===== src/rtl/hazard_ctrl.sv =====
// Hazard control for a five-stage pipeline: tracks the producers sitting in E, M and W,
// stalls the D instruction while a needed result is not yet available, and selects the
// forwarding source for the operands consumed in D, E and M.
module hazard_ctrl (
   input  logic       clk,
   input  logic       reset,
   input  logic [4:0] rs_d,
   input  logic [4:0] rt_d,
   input  logic [1:0] tuse_rs,
   input  logic [1:0] tuse_rt,
   input  logic [4:0] a3_d,
   input  logic [1:0] tnew_d,
   input  logic       md_use_d,
   input  logic       md_start_e,
   input  logic       md_busy,
   output logic       stall,
   output logic       flush_e,
   output logic [1:0] fwd_rs_d,
   output logic [1:0] fwd_rt_d,
   output logic [1:0] fwd_rs_e,
   output logic [1:0] fwd_rt_e,
   output logic       fwd_rt_m
);

   // E record
   logic [4:0] e_a3_q, e_a3_d;
   logic [1:0] e_tnew_q, e_tnew_d;
   logic [4:0] e_rs_q, e_rs_d;
   logic [4:0] e_rt_q, e_rt_d;
   // M record; its rs field is never consulted, so it is not kept
   logic [4:0] m_a3_q, m_a3_d;
   logic [1:0] m_tnew_q, m_tnew_d;
   logic [4:0] m_rt_q, m_rt_d;
   // W record
   logic [4:0] w_a3_q, w_a3_d;

   logic stall_hz;

   // Register 0 is hard-wired, so it never matches a producer.
   function automatic logic hit(input logic [4:0] a3, input logic [4:0] r);
      return (r != 5'd0) && (a3 == r);
   endfunction

   // D-stage source: nearest matching producer wins; a not-yet-ready one blocks older stages.
   function automatic logic [1:0] sel_d(input logic [4:0] r,
                                        input logic [4:0] ea3, input logic [1:0] etn,
                                        input logic [4:0] ma3, input logic [1:0] mtn,
                                        input logic [4:0] wa3);
      if (hit(ea3, r))      return (etn == 2'd0) ? 2'd1 : 2'd0;
      else if (hit(ma3, r)) return (mtn == 2'd0) ? 2'd2 : 2'd0;
      else if (hit(wa3, r)) return 2'd3;
      else                  return 2'd0;
   endfunction

   // E-stage source: M first, then W, with the same blocking rule.
   function automatic logic [1:0] sel_e(input logic [4:0] r,
                                        input logic [4:0] ma3, input logic [1:0] mtn,
                                        input logic [4:0] wa3);
      if (hit(ma3, r))      return (mtn == 2'd0) ? 2'd1 : 2'd0;
      else if (hit(wa3, r)) return 2'd2;
      else                  return 2'd0;
   endfunction

   // Hazard detection and forwarding selects, purely from inputs and current records
   always_comb begin
      stall_hz = (hit(e_a3_q, rs_d) && (tuse_rs < e_tnew_q)) ||
                 (hit(m_a3_q, rs_d) && (tuse_rs < m_tnew_q)) ||
                 (hit(e_a3_q, rt_d) && (tuse_rt < e_tnew_q)) ||
                 (hit(m_a3_q, rt_d) && (tuse_rt < m_tnew_q));
      stall    = stall_hz || (md_use_d && (md_busy || md_start_e));
      flush_e  = stall;
      fwd_rs_d = sel_d(rs_d, e_a3_q, e_tnew_q, m_a3_q, m_tnew_q, w_a3_q);
      fwd_rt_d = sel_d(rt_d, e_a3_q, e_tnew_q, m_a3_q, m_tnew_q, w_a3_q);
      fwd_rs_e = sel_e(e_rs_q, m_a3_q, m_tnew_q, w_a3_q);
      fwd_rt_e = sel_e(e_rt_q, m_a3_q, m_tnew_q, w_a3_q);
      fwd_rt_m = hit(w_a3_q, m_rt_q);
   end

   // Next records: a stalled D instruction leaves a bubble in E; tnew counts down to 0
   always_comb begin
      e_a3_d   = a3_d;
      e_tnew_d = tnew_d;
      e_rs_d   = rs_d;
      e_rt_d   = rt_d;
      if (stall) begin
         e_a3_d   = 5'd0;
         e_tnew_d = 2'd0;
         e_rs_d   = 5'd0;
         e_rt_d   = 5'd0;
      end
      m_a3_d   = e_a3_q;
      m_tnew_d = (e_tnew_q == 2'd0) ? 2'd0 : e_tnew_q - 2'd1;
      m_rt_d   = e_rt_q;
      w_a3_d   = m_a3_q;
   end

   // Stage record registers; reset drops every in-flight producer
   always_ff @(posedge clk or negedge reset) begin
      if (!reset) begin
         e_a3_q   <= 5'd0;
         e_tnew_q <= 2'd0;
         e_rs_q   <= 5'd0;
         e_rt_q   <= 5'd0;
         m_a3_q   <= 5'd0;
         m_tnew_q <= 2'd0;
         m_rt_q   <= 5'd0;
         w_a3_q   <= 5'd0;
      end else begin
         e_a3_q   <= e_a3_d;
         e_tnew_q <= e_tnew_d;
         e_rs_q   <= e_rs_d;
         e_rt_q   <= e_rt_d;
         m_a3_q   <= m_a3_d;
         m_tnew_q <= m_tnew_d;
         m_rt_q   <= m_rt_d;
         w_a3_q   <= w_a3_d;
      end
   end

endmodule


===== config.mk =====
export PLATFORM = sky130hd
export DESIGN_NAME = hazard_ctrl
export DESIGN_NICKNAME = d
export VERILOG_FILES = /design/src/rtl/hazard_ctrl.sv
export SDC_FILE = /design/constraint.sdc
export NUM_CORES = 1
export LEC_CHECK = 0
export CAP_MARGIN = 20
export CELL_PAD_IN_SITES_DETAIL_PLACEMENT = 0
export CELL_PAD_IN_SITES_GLOBAL_PLACEMENT = 1
export CORE_AREA = 4 4 76 78
export CTS_BUF_LIST = sky130_fd_sc_hd__clkbuf_4 sky130_fd_sc_hd__clkbuf_8
export DETAILED_ROUTE_END_ITERATION = 6
export DIE_AREA = 0 0 80 82
export PLACE_DENSITY_LB_ADDON = 0.1
export SLEW_MARGIN = 20
export SYNTH_ARGS = -nofsm -noshare
export SYNTH_HDL_FRONTEND = slang
export SYNTH_SLANG_ARGS = --single-unit
export TNS_END_PERCENT = 1

===== constraint.sdc =====
create_clock -name clk -period 2 [get_ports clk]
set_input_delay 0.2 -clock clk [delete_from_list [all_inputs] [get_ports clk]]
set_output_delay 0.2 -clock clk [all_outputs]
set_load 0.02 [all_outputs]

==> flow_results.xml, run 1 <==
<?xml version="1.0" encoding="UTF-8"?>
<metrics>
  <group name="synth">
    <metric name="postSynthAreaPerCell" unit="um2">9.63</metric>
    <metric name="distinct_cell_type_count_of_the_synthesized_netlist" unit="">32</metric>
    <metric name="main_combinational_cell_family_by_area_after_synthesis" unit="">simple AND/OR/NAND/NOR gates</metric>
    <metric name="synth.ff_latch_count" unit="">34</metric>
    <metric name="synth-warning-count" unit="">0</metric>
    <metric name="synth-simple-area-share" unit="">0.238</metric>
    <metric name="synth.area.mux_share" unit="">0.00549</metric>
    <metric name="synth_fa_ha_area_frac" unit="">0.0244</metric>
    <metric name="synthXorXnorAreaFrac" unit="">0.230</metric>
    <metric name="fraction_of_the_mapped_netlist_area_in_compound_gates" unit="">0.0341</metric>
    <metric name="post_synth_edffs" unit="">0</metric>
    <metric name="number_of_nets_in_the_synthesized_netlist" unit="">243</metric>
    <metric name="postSynth.topFlopCell" unit="">dfrtp_1</metric>
    <metric name="synth-async-reset-ratio" unit="">1.00</metric>
    <metric name="register_area_share_after_synthesis" unit="">0.415</metric>
    <metric name="synth_cell_area" unit="um2">2050</metric>
    <metric name="post_synthesis_cell_count" unit="">213</metric>
  </group>
  <group name="die">
    <metric name="core.rowCount" unit="">26</metric>
    <metric name="core_region_area" unit="um2">5070</metric>
    <metric name="die_x" unit="um">80</metric>
    <metric name="die_y" unit="um">82</metric>
    <metric name="boundaryPins" unit="">37</metric>
    <metric name="total_die_area" unit="um2">6560</metric>
    <metric name="initial_utilization" unit="">0.404</metric>
  </group>
  <group name="timing">
    <metric name="final_min_period_over_clock_period" unit="">1.04</metric>
    <metric name="setup_ws_post_layout" unit="ns">-0.0706</metric>
    <metric name="worst-slew-pin-transition" unit="ns">0.435</metric>
    <metric name="final.min_clock_period" unit="ns">2.07</metric>
    <metric name="max-slew-margin-rel" unit="">0.710</metric>
    <metric name="setup_repair_after_global_routing_missed_its_margin" unit="">yes</metric>
    <metric name="totalNegativeSetupSlack" unit="ns">-0.270</metric>
    <metric name="max_freq" unit="MHz">483</metric>
    <metric name="setup_violations" unit="">7</metric>
    <metric name="maxSlewViolCount" unit="">0</metric>
    <metric name="timing.clock.skew" unit="ns">0.00823</metric>
    <metric name="timing.final.hold_violations" unit="">0</metric>
    <metric name="fin_hold_ws" unit="ns">0.255</metric>
  </group>
  <group name="worst_hold_path">
    <metric name="worstHoldPathType" unit="">primary input to flop</metric>
  </group>
  <group name="clock_tree">
    <metric name="cts.root.buffer_cell" unit="">clkbuf_8</metric>
    <metric name="cts.clk_slew.worst_paths" unit="ns">0.07</metric>
    <metric name="worst_skew_pair.late_latency" unit="ns">0.28</metric>
    <metric name="cts_tree" unit="">built</metric>
    <metric name="clock_tree.buffer_depth" unit="">2</metric>
    <metric name="cts_buffers" unit="">5</metric>
    <metric name="clock_sinks" unit="">34</metric>
    <metric name="htreeDepth" unit="">2</metric>
  </group>
  <group name="route">
    <metric name="drt-wirelength-per-cell" unit="um">15.5</metric>
    <metric name="route.antenna.remaining_nets" unit="">0</metric>
    <metric name="drt_pass1_iterations" unit="">4</metric>
    <metric name="total_number_of_vias" unit="">1776</metric>
    <metric name="remaining_drc_errors" unit="">0</metric>
    <metric name="detailedRoute.firstIterationViolations" unit="">81</metric>
    <metric name="routed_wl" unit="um">5580</metric>
    <metric name="vias_per_cell" unit="">4.93</metric>
  </group>
  <group name="run_status">
    <metric name="violations" unit="">setup timing</metric>
    <metric name="run_status" unit="">finished, violations left</metric>
  </group>
  <group name="setup_path">
    <metric name="cp_data_required_time" unit="ns">1.80</metric>
    <metric name="criticalPathCategory" unit="">flop to output pin</metric>
    <metric name="critical_path_peak_fanout" unit="">4</metric>
    <metric name="setup.worst_path.start_class" unit="">flop</metric>
    <metric name="setup.reg_to_reg.worst_slack" unit="ns">0.23</metric>
    <metric name="element_type_at_the_critical_path_end" unit="">output pin</metric>
    <metric name="worst-endpoint-arrival" unit="ns">1.87</metric>
  </group>
  <group name="global_routing">
    <metric name="grt_pass1_vias" unit="">1837</metric>
    <metric name="grt_start_max_net_pins" unit="">35</metric>
    <metric name="antenna_found_initial" unit="">0</metric>
    <metric name="grt_pass1_wl" unit="um">9000</metric>
    <metric name="grt_usage" unit="">0.184</metric>
    <metric name="overflow" unit="">0</metric>
  </group>
  <group name="run">
    <metric name="maxCapViolations" unit="">0</metric>
  </group>
  <group name="power_and_ir_drop">
    <metric name="powerDensity" unit="nW/um2">714</metric>
    <metric name="p_total" unit="mW">2.15</metric>
    <metric name="vdd_ir_drop_max" unit="V">0.000445</metric>
    <metric name="total_leakage_power" unit="nW">1.42</metric>
  </group>
  <group name="cells_and_area">
    <metric name="antenna_cells" unit="">0</metric>
    <metric name="drive_gt1_frac" unit="">0.341</metric>
    <metric name="layout_stage_area_growth_over_the_synthesis_result" unit="%">46.9</metric>
    <metric name="utilization" unit="">0.594</metric>
    <metric name="finalNetCount" unit="">319</metric>
  </group>
  <group name="placement">
    <metric name="gp_congestion" unit="">0.875</metric>
    <metric name="hpwl" unit="um">4280</metric>
    <metric name="dp_slack" unit="ns">-0.641</metric>
    <metric name="io_buffers" unit="">36</metric>
  </group>
</metrics>
layout by cell type (no fill, tap or decap), types with 2 or more instances in the layout:
| cell | count |
|---|---|
| nor4_1 | 5 |
| dlymetal6s2s_1 | 2 |
| nor3_1 | 3 |
| xor2_1 | 28 |
| xnor2_1 | 22 |
| clkdlybuf4s50_1 | 15 |
| nand3_1 | 21 |
| inv_1 | 2 |
| nor3_4 | 2 |
| dlygate4sd2_1 | 9 |
| dfrtp_1 | 31 |
| nor3_2 | 4 |
| a21oi_1 | 6 |
| and4_1 | 4 |
| dfrtp_2 | 3 |
| buf_4 | 50 |
| buf_6 | 4 |
| ha_1 | 4 |
| bufinv_16 | 2 |
| nor2_1 | 18 |
| xor2_2 | 4 |
| nand2_1 | 5 |
| nor2_2 | 12 |
| nand2b_1 | 4 |
| clkbuf_8 | 6 |
| and2_1 | 2 |
| buf_2 | 5 |
| nand4_1 | 3 |
cells in the mapped netlist (2+ instances only):
cell type / number / area [um2]
dfrtp_1: 34 / 851
nand2b_1: 4 / 25.0
nand3_1: 21 / 105
nand4_1: 3 / 18.8
xnor2_1: 22 / 193
and4_1: 4 / 35.0
and2_1: 2 / 12.5
inv_1: 2 / 7.51
nor2_1: 20 / 75.1
a21oi_1: 6 / 30.0
clkbuf_2: 4 / 20.0
nor3_1: 7 / 35.0
nor4_1: 6 / 37.5
nand2_1: 5 / 18.8
nor2_2: 10 / 62.6
nor3_2: 2 / 20.0
xor2_1: 32 / 280
or4_1: 2 / 15.0
clkbuf_1: 9 / 33.8
buf_6: 3 / 33.8
ha_1: 4 / 50.1
metal layers:
layer / wire [um] / track usage / up-vias
met5: 0 / 0 / -
met4: 61 / 0.0659 / 0
met3: 227 / 0.0428 / 7
met2: 2700 / 0.290 / 39
met1: 2590 / 0.247 / 869
li1: - / - / 861
metrics by stage:
stage / area (um2) / instances
after floorplan: 2060 / 213
after global placement: 2770 / 349
after detailed placement: 2770 / 349
after CTS: 2920 / 359
after global routing: 3010 / 360
final: 3010 / 360
sequential cells by signal (all words and copies together), names as in the netlist:
name,cells
e_a3_q,5
e_rs_q,5
e_rt_q,5
m_a3_q,5
m_rt_q,5
w_a3_q,5
e_tnew_q,2
m_tnew_q,2
power breakdown:
group / switching (mW) / internal, mW
Clock: 0.250 / 0.532
Sequential: 0.0524 / 0.743
Combinational: 0.281 / 0.292
layout make-up:
class / instances / area (um2)
fillers: 454 / 2060
multi-input cells: 159 / 1200
flip-flops and latches: 34 / 855
repair buffers: 87 / 724
well taps: 70 / 87.6
clock buffers: 6 / 82.6
clock inverters: 2 / 60.1
inverters: 2 / 7.51
critical path, cell delays in order (launching register included):
cell,delay (ns)
dfrtp_2,0.44
buf_12,0.15
xor2_1,0.15
nor4_1,0.26
nand3_1,0.17
buf_6,0.16
nor3_4,0.12
buf_6,0.14
logic make-up after synthesis:
family,Yosys count
compound gates,11
xor+xnor,54
fa+ha+maj,4
buf+inv,20
flops,34
mux,1
simple gates,89
worst paths after layout:
path,startpoint,to,depth (start not counted)
hold reg to reg,e_a3_q[3],m_a3_q[3],0
setup / recovery,m_a3_q[4],fwd_rs_e[0],7
min in group asynchronous,reset,m_rt_q[0],2
setup reg to reg,e_a3_q[1],e_rt_q[4],7
max in group asynchronous,reset,e_a3_q[3],2
hold / removal,rs_d[4],e_rs_q[4],3
what timing repair did:
action,in CTS,in global routing
pin swaps,4,10
resized for setup,56,26
setup endpoints to repair,11,11
hold buffers,0,0
setup buffers,2,1
endpoints found under the hold margin,0,0
Note: power is estimated with default switching activity, not from simulation.
==> run 2: changes to the inputs <==
--- a/config.mk
+++ b/config.mk
@@ -12,6 +12,8 @@
 export CTS_BUF_LIST = sky130_fd_sc_hd__clkbuf_4 sky130_fd_sc_hd__clkbuf_8
 export DETAILED_ROUTE_END_ITERATION = 6
 export DIE_AREA = 0 0 80 82
+export HOLD_SLACK_MARGIN = 0.06
+export MAX_ROUTING_LAYER = met4
 export PLACE_DENSITY_LB_ADDON = 0.1
 export SLEW_MARGIN = 20
 export SYNTH_ARGS = -nofsm -noshare
==> run 2 against run 1 <==
  * The run still ends with setup timing left
  * Global-route usage increased by 0.58 points
  * Maximum frequency about the same
  * Clock power about the same
  * Critical path type unchanged
  * Largest power group unchanged
==> flow_results.xml, run 2 (synthesis gave the netlist of run 1 again) <==
<?xml version="1.0" encoding="UTF-8"?>
<metrics>
  <group name="run_status">
    <metric name="run_status" unit="">finished, violations left</metric>
    <metric name="violations" unit="">setup timing</metric>
  </group>
  <group name="clock_tree">
    <metric name="worst_skew_pair.late_latency" unit="ns">0.28</metric>
    <metric name="clock_sinks" unit="">34</metric>
    <metric name="cts_hold_buf" unit="">0</metric>
    <metric name="htreeDepth" unit="">2</metric>
    <metric name="cts_tree" unit="">built</metric>
    <metric name="cts_buffers" unit="">5</metric>
    <metric name="cts.root.buffer_cell" unit="">clkbuf_8</metric>
    <metric name="clock_tree.buffer_depth" unit="">2</metric>
    <metric name="cts.clk_slew.worst_paths" unit="ns">0.07</metric>
  </group>
  <group name="timing">
    <metric name="final.min_clock_period" unit="ns">2.07</metric>
    <metric name="max-slew-margin-rel" unit="">0.708</metric>
    <metric name="final_min_period_over_clock_period" unit="">1.04</metric>
    <metric name="timing.clock.skew" unit="ns">0.00563</metric>
    <metric name="setup_ws_post_layout" unit="ns">-0.0726</metric>
    <metric name="worst-slew-pin-transition" unit="ns">0.438</metric>
    <metric name="timing.final.hold_violations" unit="">0</metric>
    <metric name="setup_violations" unit="">6</metric>
    <metric name="maxSlewViolCount" unit="">0</metric>
    <metric name="setup_repair_after_global_routing_missed_its_margin" unit="">yes</metric>
    <metric name="max_freq" unit="MHz">482</metric>
    <metric name="fin_hold_ws" unit="ns">0.256</metric>
  </group>
  <group name="power_and_ir_drop">
    <metric name="powerDensity" unit="nW/um2">713</metric>
    <metric name="pwr-share-clk" unit="">0.363</metric>
    <metric name="total_leakage_power" unit="nW">1.42</metric>
    <metric name="seq_power_share" unit="">0.370</metric>
    <metric name="netSwitchingPower" unit="mW">0.582</metric>
    <metric name="vdd_ir_drop_max" unit="V">0.000445</metric>
    <metric name="intPower" unit="mW">1.57</metric>
    <metric name="power_frac_comb" unit="">0.267</metric>
    <metric name="p_sw_frac" unit="">0.271</metric>
  </group>
  <group name="die">
    <metric name="die_y" unit="um">82</metric>
    <metric name="die_x" unit="um">80</metric>
    <metric name="core.rowCount" unit="">26</metric>
    <metric name="total_die_area" unit="um2">6560</metric>
    <metric name="core_region_area" unit="um2">5070</metric>
    <metric name="boundaryPins" unit="">37</metric>
    <metric name="initial_utilization" unit="">0.404</metric>
  </group>
  <group name="route">
    <metric name="remaining_drc_errors" unit="">0</metric>
    <metric name="drt-wirelength-per-cell" unit="um">15.5</metric>
    <metric name="total_number_of_vias" unit="">1755</metric>
    <metric name="drt_pass1_iterations" unit="">4</metric>
    <metric name="route.antenna.remaining_nets" unit="">0</metric>
    <metric name="vias_per_cell" unit="">4.88</metric>
    <metric name="detailedRoute.firstIterationViolations" unit="">67</metric>
    <metric name="routed_wl" unit="um">5570</metric>
  </group>
  <group name="setup_path">
    <metric name="worst-endpoint-arrival" unit="ns">1.87</metric>
    <metric name="cp_data_required_time" unit="ns">1.80</metric>
    <metric name="criticalPathCategory" unit="">flop to output pin</metric>
    <metric name="setup.worst_path.start_class" unit="">flop</metric>
    <metric name="critical_path_peak_fanout" unit="">4</metric>
    <metric name="element_type_at_the_critical_path_end" unit="">output pin</metric>
  </group>
  <group name="cells_and_area">
    <metric name="finalNetCount" unit="">319</metric>
    <metric name="regArea" unit="um2">855</metric>
    <metric name="layoutNonFillerInstCount" unit="">360</metric>
    <metric name="drive_gt1_frac" unit="">0.341</metric>
    <metric name="utilization" unit="">0.594</metric>
    <metric name="antenna_cells" unit="">0</metric>
    <metric name="fillCellCount" unit="">454</metric>
    <metric name="final_common_cell" unit="">buf_4</metric>
    <metric name="mostFrequentLayoutCells" unit="">buf_4, dfrtp_1, xor2_1</metric>
    <metric name="multi_input_comb_area" unit="um2">1200</metric>
    <metric name="layout_stage_area_growth_over_the_synthesis_result" unit="%">46.9</metric>
  </group>
  <group name="placement">
    <metric name="gp_congestion" unit="">0.889</metric>
    <metric name="hpwl" unit="um">4280</metric>
    <metric name="io_buffers" unit="">36</metric>
    <metric name="post-place-cells" unit="">349</metric>
  </group>
  <group name="global_routing">
    <metric name="grt_pass1_wl" unit="um">9030</metric>
    <metric name="grt_start_max_net_pins" unit="">35</metric>
    <metric name="grt_pass1_vias" unit="">1831</metric>
    <metric name="antenna_found_initial" unit="">0</metric>
    <metric name="overflow" unit="">0</metric>
    <metric name="grt_usage" unit="">0.190</metric>
  </group>
  <group name="worst_hold_path">
    <metric name="worstHoldPathType" unit="">primary input to flop</metric>
  </group>
  <group name="run">
    <metric name="maxCapViolations" unit="">0</metric>
  </group>
</metrics>
-- run 2: cell counts in the layout (fill, tap and decap cells not counted) --
No cell type changed its count.
-- run 2: cell type report --
type                       instances  share of cell area
inverter                           2             0.00249
multi-input combinational        159               0.397
tap                               70              0.0291
clock inverter                     2              0.0199
timing repair buffer              87               0.240
sequential                        34               0.284
clock buffer                       6              0.0274
-- run 2: per-stage QoR --
| stage | setup WS, ns | instance area (um2) | power, mW | TNS (ns) |
|---|---|---|---|---|
| final | -0.0726 | 3010 | 2.15 | -0.275 |
| after global routing | -0.151 | 3010 | 2.26 | -1.02 |
| after CTS | -0.122 | 2920 | 2.14 | -0.728 |
| after detailed placement | -0.641 | 2770 | 1.36 | -4.22 |
| after global placement | -0.611 | 2770 | 1.34 | -4.27 |
| after floorplan | 0.0218 | 2060 | 1.10 | 0 |
-- run 2: worst paths after layout --
path                            slack (ns)       from  depth (start not counted)          end
worst min register to register        0.46  e_a3_q[3]                          0    m_a3_q[3]
worst max-delay path                 -0.07  m_a3_q[4]                          7  fwd_rs_e[0]
worst max register to register        0.23  e_a3_q[1]                          7    e_rt_q[4]
max in group asynchronous             1.34      reset                          2    e_a3_q[3]
worst min-delay path                  0.26    rs_d[4]                          3    e_rs_q[4]
min in group asynchronous             0.32      reset                          2    m_rt_q[0]
-- run 2: power groups by stage --
stage	sequential (mW)	clock, mW	combinational, mW
2_1_floorplan	0.801	0	0.295
3_3_place_gp	0.805	0	0.538
3_5_place_dp	0.807	0	0.549
4_1_cts	0.795	0.800	0.544
5_1_grt	0.803	0.830	0.627
6_report	0.796	0.781	0.573
-- run 2: worst max-delay path: stages (launching register included) --
cell and delay [ns]:
dfrtp_2 0.44, buf_12 0.15, xor2_1 0.15, nor4_1 0.26, nand3_1 0.17, buf_6 0.16, nor3_4 0.12, buf_6 0.14
-- run 2: timing repair --
action | 4_1_cts | 5_1_grt
resized for setup | 56 | 26
setup buffers | 2 | 1
pin swaps | 4 | 10
setup endpoints to repair | 11 | 11
-- run 2: metal layers --
layer,track usage,share of wire,vias up,routed length (um)
met5,-,0,-,0
met4,0.0659,0.011,0,61
met3,0.0406,0.034,7,190
met2,0.289,0.49,29,2710
met1,0.251,0.47,859,2610
li1,-,-,860,-
